File: src/rtl/pla_sweep_driver_pkg.sv
// Shared definitions for the PLA sweep driver: pin indices, widths and FSM encoding.
// The pin indices are also used by PLA models and benches.
package pla_sweep_driver_pkg;

   localparam int PLA_I_W = 16;
   localparam int PLA_F_W = 8;

   localparam int PLA_I_N_CAS    = 0;
   localparam int PLA_I_N_LORAM  = 1;
   localparam int PLA_I_VA12     = 15;
   localparam int PLA_F_N_CASRAM = 0;
   localparam int PLA_F_N_IO     = 5;
   localparam int PLA_F_N_ROMH   = 7;

   typedef enum logic [2:0] {
      ST_IDLE    = 3'd0,
      ST_DRIVE   = 3'd1,
      ST_WAIT    = 3'd2,
      ST_COMPARE = 3'd3,
      ST_DONE    = 3'd4
   } state_t;

endpackage

File: src/rtl/pla_sweep_driver_sync.sv
// Two-flop synchronizer bringing the asynchronous PLA outputs into the clk domain.
module pla_sweep_driver_sync #(
   parameter int W = 8
) (
   input  logic         clk,
   input  logic         n_reset,
   input  logic [W-1:0] i_d,
   output logic [W-1:0] o_q
);

   logic [W-1:0] r_meta;
   logic [W-1:0] r_q;

   always_ff @(posedge clk) begin
      if (!n_reset) begin
         r_meta <= '0;
         r_q    <= '0;
      end else begin
         r_meta <= i_d;
         r_q    <= r_meta;
      end
   end

   assign o_q = r_q;

endmodule

File: src/rtl/pla_sweep_driver.sv
// Walks every PLA input vector, compares synchronized outputs with an expected table,
// and reports the mismatch count plus the first failing vector.
module pla_sweep_driver
   import pla_sweep_driver_pkg::*;
#(
   parameter int          SETTLE_CYCLES = 4,
   parameter logic [15:0] LAST_VEC      = 16'hFFFF
) (
   input  logic        clk,
   input  logic        n_reset,
   input  logic        start,
   input  logic        abort,
   output logic [15:0] pla_i,
   input  logic [7:0]  pla_f,
   output logic [15:0] exp_addr,
   output logic        exp_rd,
   input  logic        exp_valid,
   input  logic [7:0]  exp_data,
   output logic        busy,
   output logic        done,
   output logic        pass,
   output logic [16:0] err_count,
   output logic [15:0] fail_vec,
   output logic [7:0]  fail_got,
   output logic [7:0]  fail_exp,
   output logic [2:0]  o_dbg_state
);

   localparam logic [16:0] ERR_MAX = 17'h10000;

   state_t      r_state;
   logic [15:0] r_vec;
   logic [7:0]  r_cnt;
   logic        r_captured;
   logic [7:0]  r_exp;
   logic [15:0] r_pla_i;
   logic [15:0] r_exp_addr;
   logic        r_exp_rd;
   logic        r_done;
   logic [16:0] r_err;
   logic [15:0] r_fail_vec;
   logic [7:0]  r_fail_got;
   logic [7:0]  r_fail_exp;

   logic [7:0]  w_f_sync;
   logic        w_mismatch;

   pla_sweep_driver_sync #(.W(PLA_F_W)) u_sync (
      .clk     (clk),
      .n_reset (n_reset),
      .i_d     (pla_f),
      .o_q     (w_f_sync)
   );

   assign w_mismatch = (w_f_sync != r_exp);

   always_ff @(posedge clk) begin
      if (!n_reset) begin
         r_state    <= ST_IDLE;
         r_vec      <= '0;
         r_cnt      <= '0;
         r_captured <= 1'b0;
         r_exp      <= '0;
         r_pla_i    <= '0;
         r_exp_addr <= '0;
         r_exp_rd   <= 1'b0;
         r_done     <= 1'b0;
         r_err      <= '0;
         r_fail_vec <= '0;
         r_fail_got <= '0;
         r_fail_exp <= '0;
      end else if (abort) begin
         // pla_i and the result registers are deliberately left untouched
         r_state    <= ST_IDLE;
         r_exp_rd   <= 1'b0;
         r_done     <= 1'b0;
         r_captured <= 1'b0;
      end else begin
         if (r_exp_rd && exp_valid && !r_captured) begin
            r_exp      <= exp_data;
            r_captured <= 1'b1;
            r_exp_rd   <= 1'b0;
         end
         case (r_state)
            ST_IDLE, ST_DONE: begin
               if (start) begin
                  r_vec      <= '0;
                  r_err      <= '0;
                  r_fail_vec <= '0;
                  r_fail_got <= '0;
                  r_fail_exp <= '0;
                  r_done     <= 1'b0;
                  r_state    <= ST_DRIVE;
               end
            end
            ST_DRIVE: begin
               r_pla_i    <= r_vec;
               r_exp_addr <= r_vec;
               r_exp_rd   <= 1'b1;
               r_captured <= 1'b0;
               r_cnt      <= 8'(SETTLE_CYCLES - 1);
               r_state    <= ST_WAIT;
            end
            ST_WAIT: begin
               if (r_cnt != 8'd0) r_cnt <= r_cnt - 8'd1;
               if (r_cnt == 8'd0 && r_captured) r_state <= ST_COMPARE;
            end
            ST_COMPARE: begin
               if (w_mismatch) begin
                  if (r_err == 17'd0) begin
                     r_fail_vec <= r_vec;
                     r_fail_got <= w_f_sync;
                     r_fail_exp <= r_exp;
                  end
                  if (r_err != ERR_MAX) r_err <= r_err + 17'd1;
               end
               if (r_vec == LAST_VEC) begin
                  r_done  <= 1'b1;
                  r_state <= ST_DONE;
               end else begin
                  r_vec   <= r_vec + 16'd1;
                  r_state <= ST_DRIVE;
               end
            end
            default: r_state <= ST_IDLE;
         endcase
      end
   end

   assign pla_i       = r_pla_i;
   assign exp_addr    = r_exp_addr;
   assign exp_rd      = r_exp_rd;
   assign busy        = (r_state == ST_DRIVE) || (r_state == ST_WAIT) || (r_state == ST_COMPARE);
   assign done        = r_done;
   assign pass        = r_done && (r_err == 17'd0);
   assign err_count   = r_err;
   assign fail_vec    = r_fail_vec;
   assign fail_got    = r_fail_got;
   assign fail_exp    = r_fail_exp;
   assign o_dbg_state = r_state;

endmodule
File: config.mk
export PLATFORM = sky130hd
export DESIGN_NAME = pla_sweep_driver
export DESIGN_NICKNAME = d
export VERILOG_FILES = /design/src/rtl/pla_sweep_driver_pkg.sv /design/src/rtl/pla_sweep_driver_sync.sv /design/src/rtl/pla_sweep_driver.sv
export SDC_FILE = /design/constraint.sdc
export NUM_CORES = 1
export LEC_CHECK = 0
export BUFFER_PORTS_ARGS = -buffer_cell sky130_fd_sc_hd__buf_2
export CAP_MARGIN = 10
export CORE_MARGIN = 2
export CORE_UTILIZATION = 30
export CTS_CLUSTER_SIZE = 14
export DETAILED_ROUTE_END_ITERATION = 7
export MAX_ROUTING_LAYER = met4
export PLACE_DENSITY = 0.59
export SYNTH_ARGS = -nofsm -noshare
export SYNTH_HDL_FRONTEND = slang
export SYNTH_SLANG_ARGS = --single-unit
File: constraint.sdc
create_clock -name clk -period 2.01 [get_ports clk]
set_clock_uncertainty 0.1 [all_clocks]
set_input_delay 0.1005 -clock clk [delete_from_list [all_inputs] [get_ports clk]]
set_output_delay 0.1005 -clock clk [all_outputs]
set_load 0.01 [all_outputs]
* Word-level counts from Yosys, hierarchy flattened
Cells that the tools add are included.
** Storage, ports and cells
- Register bits :: 119
- Latch bits :: 0
- Bits in writable memories :: 0
- Bits in read-only memories :: 0
- Output and inout port bits :: 88
- Word-level logic and storage cells :: 87
- Memories kept :: 0
** Cells by class
- $add $sub $neg :: 3
- $mul :: 0
- Div/mod/pow operators :: 0
- Order comparisons :: 0
- Equal/unequal tests :: 15
- Shift-type cells :: 0
- Multiplexer cells :: 28
- Bitwise logic cells :: 2
- Reductions and logical operators :: 25
** Operator list (count)
- $mux 16 :: 4
- $pmux 16 s2 :: 2
- $mux 17 :: 3
- $mux 8 :: 6
- $pmux 8 s2 :: 3
- $pmux 17 s2 :: 1
- $add 17x1->17 const B :: 1
- $logic_not 17->1 :: 1
- $ne 17x17->1 const B :: 1
- $add 16x1->16 const B :: 1
- $eq 16x16->1 const B :: 1
- $ne 2x2->1 const B :: 8
- $pmux 3 s4 :: 1
- $reduce_and 5->1 :: 2
- $mux 3 :: 3
- $logic_not 8->1 :: 1
- $ne 8x8->1 :: 1
- $reduce_bool 8->1 :: 1
- $sub 8x1->8 const B :: 1
- $eq 3x2->1 const B :: 2
- $reduce_and 2->1 :: 3
- $reduce_and 3->1 :: 2
- $reduce_bool 2->1 :: 3
- $logic_and 1x1->1 :: 4
- 11 further kinds :: 17

* Depth between registers and ports, before layout
Gate-level depths: netlist of run 1.
- Depth after elaboration :: 4
- Depth in mapped cells :: 9
- Depth with buffers taken out :: 7

* By module
From an unflattened synthesis of run 1, not the netlist that was laid out.
** Unflattened totals
- Cells, all modules :: 612
- Area total of the unflattened synthesis :: 5326.4 um2
** Modules (own cells, without submodules)
- pla_sweep_driver :: times used 1, cells an instance 579, area each 4879.7 um2
- pla_sweep_driver_sync :: times used 1, cells an instance 33, area each 446.7 um2

* Least setup slack after synthesis of run 1
No wires, ideal clock.
- Path type :: reg2reg
- From :: register r_err[1], in the netlist err_count[1]
- To :: register r_err[16], in the netlist err_count[16]
- Data arrival time :: 1.837 ns
- Data required time :: 1.779 ns
- Slack :: -0.058 ns
- Cell stages (with the launch flop) :: 7
- Buffers on the path :: 0
- Period minus slack after synthesis :: 2.068 ns
- Cells stage by stage :: dfxtp_1 -> ha_1 -> nand3_2 -> or4_4 -> a2111oi_4 -> mux2i_1 -> a21oi_2
** Between the ends
- Word-level cells in the longest chain between the ends :: 4
- Elaborated cells on any way between the ends :: 7
- Classes of those cells :: add/sub: 1; eq/ne: 2; mux: 3; reduce/logical: 1
** RTL lines
- start, declared :: line pla_sweep_driver.sv:40 : logic [16:0] r_err;
- start signal, assigned :: line pla_sweep_driver.sv:115 : if (r_err != ERR_MAX) r_err <= r_err + 17'd1;
- $add 17x1->17 :: line pla_sweep_driver.sv:115
- $mux 17 :: line pla_sweep_driver.sv:115
- $mux 17 :: line pla_sweep_driver.sv:109 : if (w_mismatch) begin
- $pmux 17 s2 :: line pla_sweep_driver.sv:84 : case (r_state)
Several ways; a longest one is shown, not always the timed one. The select of a mux whose other input is x is not followed.
A chain may end at the register's enable or synchronous reset.

* Worst setup path after layout of run 1
- From :: register r_err[0], in the netlist err_count[0]
- To :: output port pass
** Between the ends
- Word-level cells in the longest chain between the ends :: 2
** RTL lines
- $logic_not 17->1 :: line pla_sweep_driver.sv:135 : assign pass = r_done && (r_err == 17'd0);
- $logic_and 1x1->1 :: line pla_sweep_driver.sv:135
- end, declared :: line pla_sweep_driver.sv:21 : output logic pass,
No other way between the ends.

==> results of run 1 <==
==> metal layers <==
metal,wire (um),vias up
met1,7340,2538
met2,7720,157
met4,248,0
met3,942,15
li1,-,2654
met5,0,-
==> through the flow <==
| step | setup WS (ns) | TNS, ns | util, % | std cells | total power, W |
|---|---|---|---|---|---|
| after floorplan | 0.0182 | 0 | - | 663 | 0.00265 |
| after global placement | 0.0638 | 0 | 36.1 | 992 | 0.00278 |
| after detailed placement | 0.0490 | 0 | 36.1 | 992 | 0.00278 |
| after CTS | 0.0151 | 0 | 40.9 | 1044 | 0.00617 |
| after global routing | -0.0830 | -0.200 | 41.7 | 1050 | 0.00630 |
| final | 0.00733 | 0 | 41.7 | 1050 | 0.00612 |
==> worst max-delay path: cells and delay by family (launching register included) <==
| kind | cells | cell delay, ns |
|---|---|---|
| AND/OR/NAND/NOR | 3 | 0.48 |
| buffers and inverters | 3 | 0.41 |
| adder cells (fa/ha/maj) | 1 | 0.13 |
| flip-flops | 1 | 0.36 |
==> how the worst min path moves through the flow <==
stage / start / to / slack (ns) / cells after the start
3_3_place_gp: pla_f[0] / u_sync.r_meta[0] / 0.21 / 2
3_5_place_dp: pla_f[0] / u_sync.r_meta[0] / 0.21 / 2
6_report: abort / r_cnt[0] / 0.05 / 4
5_1_grt: abort / r_cnt[0] / 0.11 / 4
4_1_cts: abort / r_cnt[0] / 0.03 / 4
2_1_floorplan: pla_f[0] / u_sync.r_meta[0] / 0.13 / 1
==> kinds of logic after synthesis <==
logic type,synth area share (%)
AND/OR/NAND/NOR,27.7
AO/OA/AOI/OAI,16.4
flip-flops,42.7
buffers and inverters,7.80
XOR/XNOR,2.35
multiplexers,1.97
adder cells (fa/ha/maj),1.12
==> synthesized netlist by cell type (all sizes together), types with 4 or more instances <==
cell type | n | area (um2)
dfxtp | 119 | 2380
nand3 | 87 | 440
a21oi | 70 | 373
nand2 | 70 | 263
buf | 44 | 292
nor2 | 33 | 124
clkbuf | 29 | 110
and2 | 21 | 131
nor3 | 13 | 65.1
and3 | 12 | 76.3
mux2i | 11 | 110
nor4 | 11 | 68.8
o21a | 11 | 83.8
a31oi | 10 | 62.6
o21ai | 10 | 50.0
nand4 | 9 | 56.3
xnor2 | 9 | 78.8
inv | 8 | 30.0
and4 | 7 | 61.3
nor4b | 6 | 52.6
xor2 | 6 | 52.6
ha | 5 | 62.6
nor3b | 5 | 37.5
o211ai | 5 | 37.5
nand2b | 4 | 25.0
o221a | 4 | 45.0
==> flip-flops by register name (all words and copies together), names as in the netlist, 3 cells and up <==
signal / cells
err_count: 17
exp_addr: 16
o_dbg_state: 3
fail_got: 8
r_vec: 16
u_sync.o_q: 8
fail_vec: 16
r_exp: 8
fail_exp: 8
u_sync.r_meta: 8
r_cnt: 8
==> power by group <==
group / internal, W / leakage, nW / switching, W / total [W]
clock network: 0.00221 / 0.313 / 0.00116 / 0.00336
registers: 0.00237 / 0.970 / 0.0000122 / 0.00238
logic: 0.000148 / 1.75 / 0.000224 / 0.000372
==> cell type report <==
| cell class | count | area share [%] |
|---|---|---|
| Inverter | 9 | 0.448 |
| Timing Repair Buffer | 199 | 17.3 |
| Clock buffer | 17 | 5.64 |
| Sequential cell | 119 | 32.0 |
| Clock inverter | 15 | 3.02 |
| Multi-Input combinational cell | 462 | 37.7 |
| Tap cell | 229 | 3.80 |
==> cells in the final DEF, fill, tap and decap left out, types with 3 or more instances in the layout <==
cell type	instances
dfxtp_1	108
ha_1	3
nor3b_1	3
inv_1	6
nand2_1	70
nand3_1	86
inv_2	3
clkbuf_16	17
o21ai_0	9
buf_2	108
nand3b_1	3
mux2i_1	11
nor2_1	33
buf_4	67
and4_1	6
o221a_2	3
nor3_1	12
o21a_1	10
a31oi_1	10
bufinv_16	5
nand4b_1	3
dlygate4sd3_1	19
nor4b_1	4
a211oi_1	3
dfxtp_4	9
xnor2_1	9
and2_1	21
o211ai_1	5
a21oi_1	66
nor4_1	11
and3_1	11
nand4_1	9
nand2b_1	4
xor2_1	6
clkinv_4	5
buf_6	3
==> what timing repair did <==
item	4_1_cts	5_1_grt
endpoints found under the setup margin	1	43
buffers inserted	1	6
resized for setup	3	33
pin swaps	1	5
hold buffers	19	0
endpoints found under the hold margin	24	0
==> impl_results.md, run 1 <==
- Instance count of the mapped netlist: 663
- FF-to-FF setup slack: 0.04 ns
- Kind of critical path: reg2out
- Layout area overhead: 35.2%
- Vias in the first global route: 4825
- Worst reg-to-reg path cell count: 5
- Die Height: 140 um
- Final net count: 834
- Post-synthesis cell type count: 67
- Routed len/inst: 15.5 um
- Main synth FF type: dfxtp_1
- Routed WL: 16200 um
- Rows: 49
- CP max-delay cell: dfxtp_4
- H-tree levels: 4
- Sink Count: 119
- VDD IR-drop max: 0.590 mV
- Crit path to: pass
- Worst-path cell chain: inv_2 > ha_4 > nor4b_4 > nand4_1 > buf_4 > nor3b_2 > buf_2
- PwrDens: 810 mW/mm2
- Worst-margin pin slew: 0.479 ns
- Core box area: 0.0181 mm2
- Final count of hold timing violations: 0
- Largest net degree at the start of global routing: 35
- Syn Nets: 689
- Fillcell total: 1785
- Multi-input gate area: 0.00285 mm2
- Clk Latency, worst-skew pair: 0.42 ns
- Die Area: 0.0197 mm2
- Rel. slew slack: 67.6%
- Leakage: 3.03 nW
- Worst min path class: in2reg
- FF-to-FF Start: err_count[7]
- Worst setup SP type: register
- Status: complete, no violations
- CTS buffer count: 17
- ANT nets after route: 0
- Post-Synthesis Cell Area: 0.00558 mm2
- Unrepaired setup endpoints after global routing: yes
- Initial antenna violation count: 0
- Period minus WS final: 2.00 ns
- Via count: 5364
- ANT cells: 0
- Remaining global-route overflow: 0
- Worst path required time: 1.81 ns
- Start point of the critical path: err_count[0]
- Vias per cell: 5.11
- CP arrival: 1.80 ns
- Worst path max stage delay: 0.36 ns
- Final Cell Area: 0.00755 mm2
- Clock tree buffer depth: 2
- Clock-pin slew on the worst setup and hold paths: 0.06 ns
- DR DRC count: 0
- Port Buf Inserts: 108
- Detailed-router iteration count before antenna repair: 5
- Final GP Congestion: 0.859
- MaxCap Viol Count: 0
- F_max: 499 MHz
- Hold WS: 0.0501 ns
- GRT met2 Usage: 26.7%
- Post-DP Area: 0.00653 mm2
- TritonCTS clock tree: done
- Max-slew violations: 0
- Max FO, Critical Path: 3
- Setup Viol. Count Final: 0
- First-pass GRT wire length: 25400 um
- # IOs: 109
- Reg2reg end: err_count[16]
- Share of post-route cells with drive strength above 1: 31.2%
- Yosys warning total: 0
- DPL Wire Length: 11300 um
- Post-synth EDFFs: 0
- #FFs+latches synth: 119
- Sequential area share after synthesis: 42.7%
- Initial DRC count: 303
- Global Route Usage Sum: 16.6%
- Register area: 0.00242 mm2
- Initial core utilization: 30.9%
- Die Wd: 140 um
- Avg Cell Area, Syn: 8.42 um2
- Worst Setup End Kind: output port
- Met1 Track Usage GR: 20.9%
- Gr busiest metal: met2
- Clock root buffer: clkbuf_16
- Fin crit share: 99.6%
- Met3 Resource Use GR: 4.03%
- Async set-reset flop share out of synthesis: 0%
No activity file was read; power rests on OpenSTA's default activity.
==> run 2, diff against run 1 <==
==> constraint.sdc (replaced) <==
create_clock -name clk -period 2.01 [get_ports clk]
set_clock_uncertainty 0.1 [all_clocks]
set_input_delay 0.5025 -clock clk [delete_from_list [all_inputs] [get_ports clk]]
set_output_delay 0.5025 -clock clk [all_outputs]
set_load 0.01 [all_outputs]
==> impl_results.md, run 2 (synthesized netlist as in run 1, its figures left out) <==
- ANT cells: 0 (unchanged)
- Most common cell after layout, fill and taps aside: dfxtp_1
- Port Buf Inserts: 108 (unchanged)
- Worst reg-to-reg path cell count: 11 (was 5)
- VDD IR-drop max: 0.559 mV (was 0.590 mV)
- Routed len/inst: 15.5 um (about the same)
- DPL Wire Length: 11200 um (was 11300 um)
- Initial core utilization: 30.9% (unchanged)
- Clock root buffer: clkbuf_16 (unchanged)
- Global Route Usage Sum: 16.6% (about the same)
- Critical path buffers and inverters: 3 (unchanged)
- DR DRC count: 0 (unchanged)
- Unrepaired setup endpoints after global routing: yes (unchanged)
- F_max: 443 MHz (was 499 MHz)
- Worst setup SP type: register (unchanged)
- MaxCap Viol Count: 0 (unchanged)
- Min setup slack post-route: -0.249 ns (was 0.00733 ns)
- Failing checks: negative setup slack
- First-pass GRT wire length: 25500 um (was 25400 um)
- Routed WL: 16300 um (was 16200 um)
- Die Area: 0.0197 mm2 (unchanged)
- Period minus WS final: 2.26 ns (was 2.00 ns)
- Remaining global-route overflow: 0 (unchanged)
- CP max-delay cell: dfxtp_2 (was dfxtp_4)
- Largest net degree at the start of global routing: 31 (was 35)
- Worst path max stage delay: 0.32 ns (was 0.36 ns)
- Final GP Congestion: 0.884 (was 0.859)
- Rel. slew slack: 66.6% (was 67.6%)
- Finished Layout Cells: 1050 (unchanged)
- Hold path depth: 2 (was 4)
- ANT nets after route: 0 (unchanged)
- Most frequent cells in the layout: dfxtp_1, buf_2, buf_4 (was dfxtp_1, buf_2, nand3_1)
- Via count: 5296 (was 5364)
- Fillcell total: 1836 (was 1785)
- Die Wd: 140 um (unchanged)
- Leakage: 3.06 nW (was 3.03 nW)
- H-tree levels: 4 (unchanged)
- Vias per cell: 5.04 (was 5.11)
- Final net count: 834 (unchanged)
- Setup TNS: -2.92 ns (was 0 ns)
- Rows: 49 (unchanged)
- Sink Count: 119 (unchanged)
- Worst-margin pin slew: 0.494 ns (was 0.479 ns)
- Core box area: 0.0181 mm2 (unchanged)
- Die Height: 140 um (unchanged)
- Cell Count Post-Placement: 1001 (was 992)
- Setup Viol. Count Final: 47 (was 0)
- Clock-pin slew on the worst setup and hold paths: 0.06 ns (about the same)
- Register area: 0.00239 mm2 (was 0.00242 mm2)
- Hold EP: u_sync.r_meta[1] (was r_cnt[0])
- Worst Setup End Kind: output port (unchanged)
- Worst path required time: 1.41 ns (was 1.81 ns)
- Hold_sp: pla_f[1] (was abort)
- Worst-path cell chain: inv_2 > ha_4 > nor4b_4 > nand4_1 > buf_4 > nor3b_2 > buf_2 (unchanged)
- Initial antenna violation count: 0 (unchanged)
- FF-to-FF Start: err_count[1] (was err_count[7])
- TritonCTS clock tree: done (unchanged)
- Clk Latency, worst-skew pair: 0.42 ns (about the same)
- Clock tree buffer depth: 2 (unchanged)
- Final count of hold timing violations: 0 (unchanged)
- Max FO, Critical Path: 2 (was 3)
- PwrDens: 731 mW/mm2 (was 810 mW/mm2)
- Multi-input gate area: 0.00316 mm2 (was 0.00285 mm2)
- Vias in the first global route: 4920 (was 4825)
- Largest register FFs: 17 (unchanged)
- CP arrival: 1.66 ns (was 1.80 ns)
- Share of post-route cells with drive strength above 1: 40.1% (was 31.2%)
- FF-to-FF setup slack: -0.18 ns (was 0.04 ns)
- Initial DRC count: 277 (was 303)
- Reg2reg end: err_count[7] (was err_count[16])
- Detailed-router iteration count before antenna repair: 4 (was 5)
- Layout area overhead: 39.8% (was 35.2%)
- Status: complete, but fails checks (was complete, no violations)
- Post-route core utilization: 43.2% (was 41.7%)
- Worst min path class: in2reg (unchanged)
- Fin crit share: 112% (was 99.6%)
- Max-slew violations: 0 (unchanged)
- # IOs: 109 (unchanged)
- Top delay family on crit path: simple AND/OR/NAND/NOR gates (unchanged)
- Kind of critical path: reg2out (unchanged)
- CTS buffer count: 17 (unchanged)
[run 2: cell count changes in the layout (fill, tap and decap cells not counted), sizes merged]
cell,change
clkinv,+1
inv,-1
bufinv,-4
clkinvlp,+1
clkbuf,+6
buf,+16
dlygate4sd3,-19
[run 2: worst max path at each step]
stage / startpoint / to / cells past startpoint
CTS: err_count[1] / pass / 7
finish: err_count[1] / pass / 7
floorplan: err_count[1] / err_count[16] / 6
detailed placement: start / fail_vec[11] / 7
global route: err_count[1] / pass / 7
global placement: start / fail_vec[8] / 7
[run 2: cell type report]
cell class	instances	area share (%)
flip-flops and latches	119	30.6
clock buffers	20	5.85
inverters	9	0.433
multi-input cells	462	40.5
well taps	229	3.67
repair buffers	199	17.6
clock inverters	12	1.33
[run 2: per-layer routing]
layer / vias to the layer above / GRT usage [%] / part of all wire (%)
met5: - / - / 0
met4: 0 / 4.68 / 0.64
met3: 9 / 4.03 / 4.7
met2: 119 / 25.7 / 48
met1: 2513 / 21.5 / 47
li1: 2655 / - / -
[run 2: worst register-to-register path, cell delays in order, from the launching register on]
cell     delay (ns)
dfxtp_2        0.32
inv_2          0.06
ha_4           0.14
nor4b_4        0.17
nand4_1        0.10
buf_4          0.17
buf_4          0.13
buf_6          0.11
o22ai_4        0.29
buf_12         0.16
nor3_1         0.04
o221a_2        0.29
[run 2: report_power, final]
group	internal (W)	total (W)	leakage, nW	switching, W
Combinational	0.000182	0.000429	1.82	0.000247
Clock	0.00175	0.00288	0.272	0.00112
Sequential	0.00238	0.00240	0.965	0.0000161
Total	0.00432	0.00571	3.06	0.00139
[run 2: stage by stage]
step / hold WS (ns) / total power, W / cell area [um2] / worst slack [ns]
2_1_floorplan: 0.312 / 0.00265 / 5590 / 0.0182
3_3_place_gp: 0.319 / 0.00279 / 6620 / -0.0925
3_5_place_dp: 0.320 / 0.00279 / 6620 / -0.126
4_1_cts: 0.169 / 0.00567 / 7270 / -0.284
5_1_grt: 0.176 / 0.00590 / 7800 / -0.376
6_report: 0.187 / 0.00571 / 7800 / -0.249
[run 2: timing repair]
item	CTS	global route
resized for setup	13	90
buffers inserted	5	6
pin swaps	5	46
gates cloned	0	6
setup endpoints to repair	4	61
hold buffers	0	0
